File: src/rtl/serial_add_pkg.sv
// serial_add_pkg
// Shared definitions for the bit-serial add sequencer. It holds the FSM state
// encoding, the default operand width, and the helper that sizes the bit
// counter.
package serial_add_pkg;

    typedef enum logic [1:0] {
        IDLE = 2'd0,
        RUN  = 2'd1,
        DONE = 2'd2
    } state_t;

    localparam int DEFAULT_WIDTH = 8;

    // The counter only has to reach WIDTH-1.
    function automatic int cnt_width(input int width);
        return $clog2(width);
    endfunction

    localparam int DEFAULT_CNT_W = cnt_width(DEFAULT_WIDTH);

endpackage

File: src/rtl/full_add_cell.sv
// full_add_cell
// One-bit full adder built from two half-adder stages. The carry-out is the OR
// of the two stage carries.
// Ports:
//   a, b  in   operand bits
//   ci    in   carry in
//   s     out  sum bit
//   co    out  carry out
module full_add_cell (
    input  logic a,
    input  logic b,
    input  logic ci,
    output logic s,
    output logic co
);

    logic p1;
    logic g1;
    logic g2;

    assign p1 = a ^ b;
    assign g1 = a & b;
    assign s  = p1 ^ ci;
    assign g2 = p1 & ci;
    assign co = g1 | g2;

endmodule

File: src/rtl/serial_add_ctrl.sv
// serial_add_ctrl
// Bit-serial add sequencer. It captures two WIDTH-bit operands on an accepted
// start. It then feeds one full_add_cell LSB-first for WIDTH enabled cycles,
// keeping the carry in a register. The sum and carry_out registers are loaded
// on the RUN->DONE transition and hold their values until the next completion.
// Optional feature macro: SERIAL_ADD_SUB_EN. It adds the sub port and
// two's-complement subtraction. With subtraction, carry_out=1 means A >= B.
// Parameters:
//   WIDTH      operand/sum width, 2..16
// Ports:
//   clk        clock, rising edge
//   rst_n      asynchronous active-low reset
//   ena        global enable; low freezes all state
//   start      request, sampled in IDLE only
//   op_a/op_b  operands, captured on an accepted start
//   sub        subtract select (SERIAL_ADD_SUB_EN only)
//   busy       high in RUN
//   done       high in DONE
//   sum        result register
//   carry_out  final carry / not-borrow
//
// state | meaning
// IDLE  | waiting for start
// RUN   | one operand bit per enabled cycle
// DONE  | result valid, done asserted
module serial_add_ctrl
    import serial_add_pkg::*;
#(
    parameter int WIDTH = DEFAULT_WIDTH
) (
    input  logic             clk,
    input  logic             rst_n,
    input  logic             ena,
    input  logic             start,
    input  logic [WIDTH-1:0] op_a,
    input  logic [WIDTH-1:0] op_b,
`ifdef SERIAL_ADD_SUB_EN
    input  logic             sub,
`endif
    output logic             busy,
    output logic             done,
    output logic [WIDTH-1:0] sum,
    output logic             carry_out
);

    localparam int CNT_W = cnt_width(WIDTH);

    state_t             state;
    state_t             state_next;
    logic [WIDTH-1:0]   a_sr;
    logic [WIDTH-1:0]   b_sr;
    logic [WIDTH-1:0]   res_sr;
    logic [CNT_W-1:0]   cnt;
    logic               carry;
    logic               b_bit;
    logic               carry_init;
    logic               bit_s;
    logic               bit_co;
    logic               last_bit;

`ifdef SERIAL_ADD_SUB_EN
    logic               sub_q;

    // Subtraction is A + ~B + 1. The +1 comes in through the initial carry.
    assign b_bit      = b_sr[0] ^ sub_q;
    assign carry_init = sub;
`else
    assign b_bit      = b_sr[0];
    assign carry_init = 1'b0;
`endif

    assign last_bit = (cnt == CNT_W'(WIDTH - 1));

    full_add_cell u_cell (
        .a  (a_sr[0]),
        .b  (b_bit),
        .ci (carry),
        .s  (bit_s),
        .co (bit_co)
    );

    always_ff @(posedge clk or negedge rst_n) begin
        if (!rst_n) begin
            state <= IDLE;
        end else begin
            state <= state_next;
        end
    end

    always_comb begin
        state_next = state;
        if (ena) begin
            case (state)
                IDLE:    if (start) state_next = RUN;
                RUN:     if (last_bit) state_next = DONE;
                DONE:    state_next = IDLE;
                default: state_next = IDLE;
            endcase
        end
    end

    always_ff @(posedge clk or negedge rst_n) begin
        if (!rst_n) begin
            a_sr      <= '0;
            b_sr      <= '0;
            res_sr    <= '0;
            cnt       <= '0;
            carry     <= 1'b0;
            sum       <= '0;
            carry_out <= 1'b0;
`ifdef SERIAL_ADD_SUB_EN
            sub_q     <= 1'b0;
`endif
        end else if (ena) begin
            case (state)
                IDLE: begin
                    if (start) begin
                        a_sr   <= op_a;
                        b_sr   <= op_b;
                        res_sr <= '0;
                        cnt    <= '0;
                        carry  <= carry_init;
`ifdef SERIAL_ADD_SUB_EN
                        sub_q  <= sub;
`endif
                    end
                end
                RUN: begin
                    carry  <= bit_co;
                    res_sr <= {bit_s, res_sr[WIDTH-1:1]};
                    a_sr   <= a_sr >> 1;
                    b_sr   <= b_sr >> 1;
                    cnt    <= cnt + CNT_W'(1);
                    if (last_bit) begin
                        sum       <= {bit_s, res_sr[WIDTH-1:1]};
                        carry_out <= bit_co;
                    end
                end
                default: ;
            endcase
        end
    end

    // These outputs decode the state register, so they carry no path from the inputs.
    assign busy = (state == RUN);
    assign done = (state == DONE);

endmodule

File: config.mk
export PLATFORM = sky130hd
export DESIGN_NAME = serial_add_ctrl
export DESIGN_NICKNAME = d
export VERILOG_FILES = /design/src/rtl/serial_add_pkg.sv /design/src/rtl/full_add_cell.sv /design/src/rtl/serial_add_ctrl.sv
export SDC_FILE = /design/constraint.sdc
export NUM_CORES = 1
export LEC_CHECK = 0
export CAP_MARGIN = 20
export CORE_UTILIZATION = 48
export CTS_BUF_LIST = sky130_fd_sc_hd__clkbuf_8
export CTS_CLUSTER_DIAMETER = 80
export DETAILED_ROUTE_END_ITERATION = 10
export HOLD_SLACK_MARGIN = 0.02
export PLACE_DENSITY = 0.78
export SYNTH_ARGS = -nofsm -noshare
export SYNTH_HDL_FRONTEND = slang
export SYNTH_HIERARCHICAL = 1
export SYNTH_SLANG_ARGS = --single-unit
File: constraint.sdc
create_clock -name clk -period 1.49 [get_ports clk]
set_clock_uncertainty 0.15 [all_clocks]
set_input_delay 0.149 -clock clk [delete_from_list [all_inputs] [get_ports clk]]
set_output_delay 0.149 -clock clk [all_outputs]
set_load 0.02 [all_outputs]
==> Word-level counts from Yosys, hierarchy flattened <==
Cells that the tools add are included.
{ "totals": {"out_inout_bits": 11, "regBits": 39, "n_memories": 0, "inputBits": 20, "latch_bits": 0, "mem_bits_rw": 0, "mem_bits_ro": 0, "word_cells": 37} }
{ "op_classes": {"add_sub_neg": 1, "n_mul": 0, "eq_ne": 5, "shift": 0, "muxes": 13, "bitwise": 5, "reduce_logical": 5, "magnitude_cmp": 0, "div": 0} }
{ "op_table": {"columns": ["op", "count"], "rows": [
  ["8-bit one-hot mux with 2 select lines", 3],
  ["8-bit 2-to-1 mux", 3],
  ["3-bit AND reduction", 3],
  ["3-bit one-hot mux with 2 select lines", 1],
  ["2-bit 2-to-1 mux", 2],
  ["2-bit one-hot mux with 2 select lines", 1],
  ["3-bit by 1-bit adder with 3-bit output, second input constant", 1],
  ["3-bit equality test, second input constant", 1],
  ["3-bit 2-to-1 mux", 1],
  ["1-bit AND", 2],
  ["2-bit by 1-bit equality test with 1-bit output, second input constant", 1],
  ["2-bit equality test, second input constant", 1],
  ["2-bit logical NOT", 1],
  ["2-bit by 1-bit != test with 1-bit output, second input constant", 1],
  ["2-bit != test, second input constant", 1],
  ["1-bit one-hot mux with 2 select lines", 1],
  ["2-bit nonzero test", 1],
  ["1-bit bitwise XOR", 2],
  ["1-bit 2-to-1 mux", 1],
  ["1-bit bitwise OR", 1]
]} }

==> Longest topological paths before layout <==
Gate-level depths: netlist of the first run.
{ "logic_depth": {"ltp_word": 4, "mapped_depth": 5, "mapped_depth_nobuf": 5} }

==> Cells and area by module <==
The synthesis of the first run kept the hierarchy.
{ "modules_own_cells": {"columns": ["module", "area_per_inst_um2", "seq_area_each_um2", "cells_each", "n_inst"], "rows": [
  ["serial_add_ctrl", 1596.5, 950.9, 129, 1],
  ["full_add_cell", 20.0, 0.0, 1, 1]
]} }

==> Worst setup path before layout of the first run <==
Ideal clock, no wire load.
{ "synth_timing": {"kind": "register -> register", "start": "register cnt[0]", "end": "register carry_out", "n_path_buf": 0, "t_required_ns": 1.212, "synth_period_minus_slack_ns": 1.506, "path_stages_with_launch": 5, "slack_ns": -0.016, "setup_time_ns": 0.128, "t_arrival_ns": 1.228, "path_cell_list": "dfrtp_1 ha_1 ha_1 nand2_2 mux2_1"} }
{ "synth_between": {"elab_chain_len": 2} }
{ "synth_rtl": {"columns": ["item", "line", "source"], "rows": [
  ["start, declared", "serial_add_ctrl.sv:53", "logic [CNT_W-1:0] cnt;"],
  ["start signal, assigned", "serial_add_ctrl.sv:133", "cnt <= cnt + CNT_W'(1);"],
  ["3-bit equality test", "serial_add_ctrl.sv:72", "assign last_bit = (cnt == CNT_W'(WIDTH - 1));"],
  ["3-bit AND reduction (no line)", null, null],
  ["end signal, assigned", "serial_add_ctrl.sv:136", "carry_out <= bit_co;"],
  ["end, declared", "serial_add_ctrl.sv:43", "output logic carry_out"]
]} }
No other way between the ends.
A chain may end at the register's enable or synchronous reset.

==> Worst setup path in the final report of the first run <==
{ "layout_timing": {"start": "register state[0]", "end": "register sum[4]"} }
{ "layout_between": {"elab_chain_len": 2} }
{ "layout_rtl": {"columns": ["item", "line", "source"], "rows": [
  ["start, declared", "serial_add_ctrl.sv:48", "state_t state;"],
  ["start signal, assigned", "serial_add_ctrl.sv:86", "state <= state_next;"],
  ["2-bit by 1-bit equality test with 1-bit output", "serial_add_ctrl.sv:115", "case (state)"],
  ["3-bit AND reduction (no line)", null, null],
  ["end signal, assigned", "serial_add_ctrl.sv:135", "sum <= {bit_s, res_sr[WIDTH-1:1]};"],
  ["end, declared", "serial_add_ctrl.sv:42", "output logic [WIDTH-1:0] sum,"]
]} }
No other way between the ends.

==> results of run 1 <==
synthesized netlist by cell type (all sizes together):
cell type	number	share of area, %
buf	4	1.2
mux2i	14	8.7
fa	1	1.2
ha	2	1.5
nand2b	1	0.39
a22o	10	5.4
clkbuf	3	0.77
and2b	1	0.46
nand2	3	0.85
nand3	2	0.62
inv	1	0.23
nor2	2	0.46
mux2	10	7.0
and3b	1	0.54
dfrtp	38	59
nor2b	1	0.39
o21ai	36	11
layer usage:
metal	vias to the layer above	global-route usage, %
li1	560	-
met1	597	28.00
met2	19	35.08
met3	6	5.844
met4	0	8.970
met5	-	0
state kept, by name (all words and copies together), names as in the netlist:
| signal | cells |
|---|---|
| a_sr | 8 |
| b_sr | 8 |
| carry | 1 |
| carry_out | 1 |
| cnt | 3 |
| res_sr | 7 |
| state | 2 |
| sum | 8 |
cells in the final DEF (no fill, tap or decap), types with 2 or more instances in the layout:
cell / netlist / layout
sky130_fd_sc_hd__mux2_4: 0 / 5
sky130_fd_sc_hd__dlygate4sd2_1: 0 / 9
sky130_fd_sc_hd__nand2_1: 2 / 2
sky130_fd_sc_hd__mux2_1: 9 / 4
sky130_fd_sc_hd__o21ai_0: 34 / 34
sky130_fd_sc_hd__buf_12: 0 / 3
sky130_fd_sc_hd__buf_2: 4 / 2
sky130_fd_sc_hd__mux2i_1: 14 / 14
sky130_fd_sc_hd__dfrtp_1: 38 / 37
sky130_fd_sc_hd__nand2_4: 0 / 2
sky130_fd_sc_hd__nand3_1: 2 / 2
sky130_fd_sc_hd__clkbuf_8: 0 / 6
sky130_fd_sc_hd__buf_4: 0 / 6
sky130_fd_sc_hd__a22o_1: 10 / 10
sky130_fd_sc_hd__clkdlybuf4s50_1: 0 / 18
cell families (layout without fill, tap and decap cells):
kind of cell | Yosys count | in the layout | share of synthesized area, %
compound gates | 46 | 46 | 16.80
fa+ha+maj | 3 | 3 | 2.786
buf+inv | 8 | 49 | 2.244
flops | 38 | 38 | 58.82
mux | 24 | 24 | 15.63
simple gates | 11 | 12 | 3.717
repair_timing:
action / 4_1_cts / 5_1_grt
hold endpoints to repair: 38 / 0
setup buffers: 1 / 0
hold buffers: 1 / 0
setup endpoints to repair: 36 / 19
pin swaps: 2 / 1
gates cloned: 1 / 0
gates resized for setup: 23 / 8
layout make-up:
class                   count  area (sq um)
well taps                  44         55.05
flip-flops and latches     38         952.2
repair buffers             40         389.1
inverters                   1         3.754
clock inverters             2         12.51
multi-input cells          85         696.9
fillers                   223         935.9
clock buffers               6         82.58
power by group through the flow:
stage	Combinational (mW)	Sequential, mW	Clock (mW)
finish	1.39	1.72	0.736
global route	1.53	1.77	0.795
CTS	1.37	1.71	0.753
detailed placement	1.37	1.72	0
global placement	1.30	1.69	0
floorplan	0.750	1.76	0
worst min-delay path, stage by stage:
cell	delay [ns]
sky130_fd_sc_hd__dlygate4sd3_1	0.52
sky130_fd_sc_hd__buf_2	0.12
sky130_fd_sc_hd__buf_12	0.21
worst paths after layout:
check / to / cells after the start
worst max register to register: sum[4] / 3
max in group asynchronous: sum[3] / 3
worst min register to register: sum[5] / 1
min in group clk: b_sr[7] / 3
worst max-delay path: sum[4] / 3
worst min-delay path: a_sr[4] / 3
through the flow:
step,util (%),area [sq um],TNS (ns),cells,hold WS (ns)
2_1_floorplan,-,1622,0,130,-0.2966
3_3_place_gp,65.12,2037,-5.247,205,-0.02431
3_5_place_dp,65.12,2037,-6.733,205,-0.02219
4_1_cts,69.76,2182,0,216,0.2042
5_1_grt,70.08,2192,-0.1437,216,0.2363
6_report,70.08,2192,-0.03110,216,0.1902
==> flow_metrics.tcl, run 1 <==
set metrics [dict create \
    placement.io_buffers 30 \
    wirelength_mm 3.315 \
    dr.first_iter.drc_count 48 \
    finalHoldViolations 0 \
    layout_setup_ws_ns -0.01999 \
    fp.dieArea_sq_mm 0.003604 \
    worstReg2RegStart "state[0]" \
    cts_tree "done" \
    critical_path_arrival_ns 1.53 \
    path_max_fanout 7 \
    power.clock.fraction_pct 19.1 \
    setup.reg_to_reg.worst_slack_ns -0.02 \
    n_antenna_cell 0 \
    worst-path-buf-inv 0 \
    ir_drop_mv 0.8756 \
    p_per_area_mw_per_mm2 1756 \
    power.combinational.fraction_pct 36.2 \
    switchingPower_mw 1.319 \
    netSwitchingFraction_pct 34.26 \
    failing_checks "setup timing" \
    grt_antenna_before_repair 0 \
    timing_worst_setup_path_type "reg -> reg" \
    status "finished, violations left" \
    post-route-min-period_ns 1.510 \
    flow.area_growth_from_synthesis_pct 35.60 \
    timing.fmax_mhz 662.3 \
    crit_required_ns 1.51 \
    die-height_microns 60.03 \
    rsz_0062_raised_after_global_routing "true" \
    ctsRootBufferMaster "sky130_fd_sc_hd__clkbuf_8" \
    slew_headroom_pct 73.61 \
    floorplan.initialDensity_pct 51.68 \
    total_power_mw 3.849 \
    cp-start-kind "register" \
    p_leak_nw 1.096 \
    postRouteAntennaNets 0 \
    synthesis.instances 130 \
    gpl.final_weighted_congestion 0.7561 \
    ys_warn_count 6 \
    crit_path_start "state[0]" \
    detail_route.wl_per_cell_microns 15.35 \
    grt_util_all_layers_pct 21.85 \
    first_global_vias 1158 \
    hold_path.class "in -> async" \
    max_stage_delay_ns 0.48 \
    drc 0 \
    cts_max_level 2 \
    first_pass_grt_wire_length_mm 5.506 \
    yosys.cell_types.count 22 \
    synth-seq-area-share_pct 58.82 \
    grt_start_max_net_pins 39 \
    wl_met1_mm 1.496 \
    post_synth.cell_area_avg_sq_um 12.44 \
    critPathCaptureType "register" \
    final_period_utilization_pct 101.3 \
    final-max-slew-violation-count 0 \
    report.final.setup_viol 4 \
    detailed_place_hpwl_mm 2.134 \
    wl_met3_microns 106 \
    total_vias_in_the_final_route 1182 \
    cts_num_sinks 38 \
    cts.clk_slew.worst_paths_ns 0.07 \
    timing.critical_path.slowest_stage_cell "sky130_fd_sc_hd__dfrtp_2" \
    postSynthNetCount 153 \
    met2WireLength_mm 1.658 \
    core_sq_mm 0.003128 \
    worst_slack_at_placement_ns -0.3170 \
    tritoncts_buffer_count 5 \
    ys_ff_latch 38 \
    highest_layer "met4" \
    drt-vias-per-instance 5.472 \
    dr.pass1.iters 4 \
    core.rowCount 20 \
    mappedNetlistArea_sq_mm 0.001617 \
    insertion_delay_ns 0.29 \
    power_frac_seq_pct 44.7 \
    p_int_mw 2.531 \
    final_nets 194 \
    num_io_pins 31 \
    gr-total-overflow 0 \
    maxCapViolCount 0 \
    worstPathCellList "and3b_2, nand2_4, mux2_1" \
    die-width_microns 60.03 \
    final_layout_size_suffix_gt1_share_pct 20.35 \
    clockBufferDepth 2 \
    max_slew.worst_pin.slew_ns 0.3944 \
    critical_path.top_delay_family "flip-flops" \
]
(Power assumes the default switching activity.)
==> inputs of run 2 (changes only) <==
CORE_MARGIN = 5   (was unset)
GPL_TIMING_DRIVEN = 0   (was unset)
==> flow_metrics.tcl, run 2 (synthesis gave the netlist of run 1 again) <==
set metrics [dict create \
    core.rowCount 21 \
    worstReg2RegStart "state[0]" \
    worst-path-buf-inv 2 \
    num_io_pins 31 \
    critical_path_arrival_ns 1.62 \
    die-height_microns 68.03 \
    registers_with_the_most_flip_flops "a_sr: 8 flops, b_sr: 8 flops, sum: 8 flops" \
    layout.cells.most_common "sky130_fd_sc_hd__dfrtp_1" \
    ctsRootBufferMaster "sky130_fd_sc_hd__clkbuf_8" \
    endpoint_of_the_worst_register_to_register_path "sum[4]" \
    placement.io_buffers 30 \
    cts_tree "done" \
    grt_util_all_layers_pct 17.13 \
    first_pass_grt_wire_length_mm 5.658 \
    cp-start-kind "register" \
    cts_max_level 2 \
    status "finished, violations left" \
    grt_start_max_net_pins 39 \
    detailed_place_hpwl_mm 2.271 \
    wirelength_mm 3.550 \
    finalHoldViolations 0 \
    detailed_place.area_sq_mm 0.001974 \
    final.fill_count 261 \
    final_nets 202 \
    failing_checks "setup timing" \
    fp.dieArea_sq_mm 0.004628 \
    post-route-min-period_ns 1.595 \
    tritoncts_buffer_count 5 \
    p_per_area_mw_per_mm2 1858 \
    floorplan.initialDensity_pct 48.83 \
    whs_ns 0.3039 \
    final_period_utilization_pct 107.0 \
    timing_worst_setup_path_type "reg -> reg" \
    finish.cell_count_without_fillers 226 \
    total_power_mw 4.186 \
    first_global_vias 1158 \
    crit_required_ns 1.51 \
    clockBufferDepth 2 \
    core_sq_mm 0.003311 \
    path_max_fanout 4 \
    total_vias_in_the_final_route 1209 \
    gr-total-overflow 0 \
    grt_antenna_before_repair 0 \
    finish.utilization_pct 68.07 \
    number_of_logic_stages_on_the_critical_path_including_buffering 5 \
    dr.first_iter.drc_count 47 \
    critPathCaptureType "register" \
    max_slew.worst_pin.slew_ns 0.8188 \
    timing.critical_path.slowest_stage_cell "sky130_fd_sc_hd__dfrtp_1" \
    p_leak_nw 1.149 \
    layout_setup_ws_ns -0.1047 \
    hold_path.class "in -> reg" \
    cts.clk_slew.worst_paths_ns 0.07 \
    drt-vias-per-instance 5.350 \
    place_inst 206 \
    critical_path.top_delay_family "flip-flops" \
    die-width_microns 68.03 \
    postLayoutCellArea_sq_mm 0.002253 \
    max_stage_delay_ns 0.43 \
    top_library_cells_by_usage_in_the_layout_fill_and_taps_aside "sky130_fd_sc_hd__dfrtp_1, sky130_fd_sc_hd__o21ai_0, sky130_fd_sc_hd__clkdlybuf4s50_1, sky130_fd_sc_hd__mux2i_1, sky130_fd_sc_hd__a22o_1" \
    insertion_delay_ns 0.29 \
    crit_path_start "state[0]" \
    drc 0 \
    timing.fmax_mhz 627.1 \
    final_layout_size_suffix_gt1_share_pct 25.56 \
    n_antenna_cell 0 \
    slew_headroom_pct 45.41 \
    r2r_cells 5 \
    maxCapViolCount 0 \
    postRouteAntennaNets 0 \
    dr.pass1.iters 5 \
    rsz_0062_raised_after_global_routing "true" \
    setup.reg_to_reg.worst_slack_ns -0.10 \
    report.final.setup_viol 24 \
    cts_num_sinks 38 \
    detail_route.wl_per_cell_microns 15.71 \
    ir_drop_mv 0.8421 \
    worstPathCellList "buf_6, and3b_2, nand2_4, buf_4, mux2_4" \
    final-max-slew-violation-count 0 \
    flow.area_growth_from_synthesis_pct 39.40 \
    worstSetupEndpoint "sum[4]" \
    gpl.final_weighted_congestion 0.7375 \
]
run 2: changes by cell type in the layout (fill, tap and decap cells not counted), sizes merged:
cell,previous run,this run
clkbuf,7,8
nand2,4,3
bufinv,0,2
clkinvlp,1,0
buf,11,18
run 2: cell type report:
type | count | area [sq um] | area share, %
buffer | 7 | 43.79 | 1.943
clock buffer | 5 | 68.82 | 3.054
clock inverter | 3 | 68.82 | 3.054
inverter | 1 | 3.754 | 0.1666
multi-input combinational | 84 | 678.2 | 30.09
sequential | 38 | 950.9 | 42.20
tap | 46 | 57.56 | 2.554
timing repair buffer | 42 | 381.6 | 16.94
run 2: worst min-delay path, cell delays in order:
cell,delay (ns)
sky130_fd_sc_hd__clkdlybuf4s50_1,0.39
sky130_fd_sc_hd__nand3_1,0.07
sky130_fd_sc_hd__o21ai_0,0.08
run 2: what timing repair did:
action | CTS | global route
gates resized for setup | 24 | 21
pin swaps | 1 | 1
endpoints found under the hold margin | 38 | 0
buffers inserted | 8 | 3
setup endpoints to repair | 38 | 32
hold buffers | 1 | 0
run 2: worst min path at each step:
stage | startpoint | end | cells after the start
after floorplan | rst_n | a_sr[0] | 0
after global placement | sum[6] | sum[6] | 1
after detailed placement | rst_n | a_sr[2] | 1
after CTS | op_a[7] | a_sr[7] | 3
after global routing | op_b[7] | b_sr[7] | 3
final | op_a[7] | a_sr[7] | 3
run 2: power breakdown:
part | total, mW | internal [mW] | leakage [nW] | switching, mW
clock | 1.04 | 0.671 | 0.0683 | 0.373
sequential | 1.71 | 1.44 | 0.499 | 0.265
combinational | 1.44 | 0.750 | 0.581 | 0.686
total | 4.19 | 2.86 | 1.15 | 1.32
run 2: per-stage QoR:
stage / setup WS (ns) / setup TNS, ns
CTS: -0.08871 / -1.418
global placement: -0.6545 / -31.87
detailed placement: -0.3210 / -8.345
floorplan: 0.01528 / 0
global route: -0.1393 / -2.653
finish: -0.1047 / -0.9866
run 2: metal layers:
metal / global-route usage (%) / part of all wire [%] / wire length [microns]
met5: 0 / 0 / 0
met4: 7.444 / 1.6 / 57
met3: 5.255 / 4.8 / 172
met2: 25.39 / 48 / 1717
met1: 23.18 / 45 / 1601
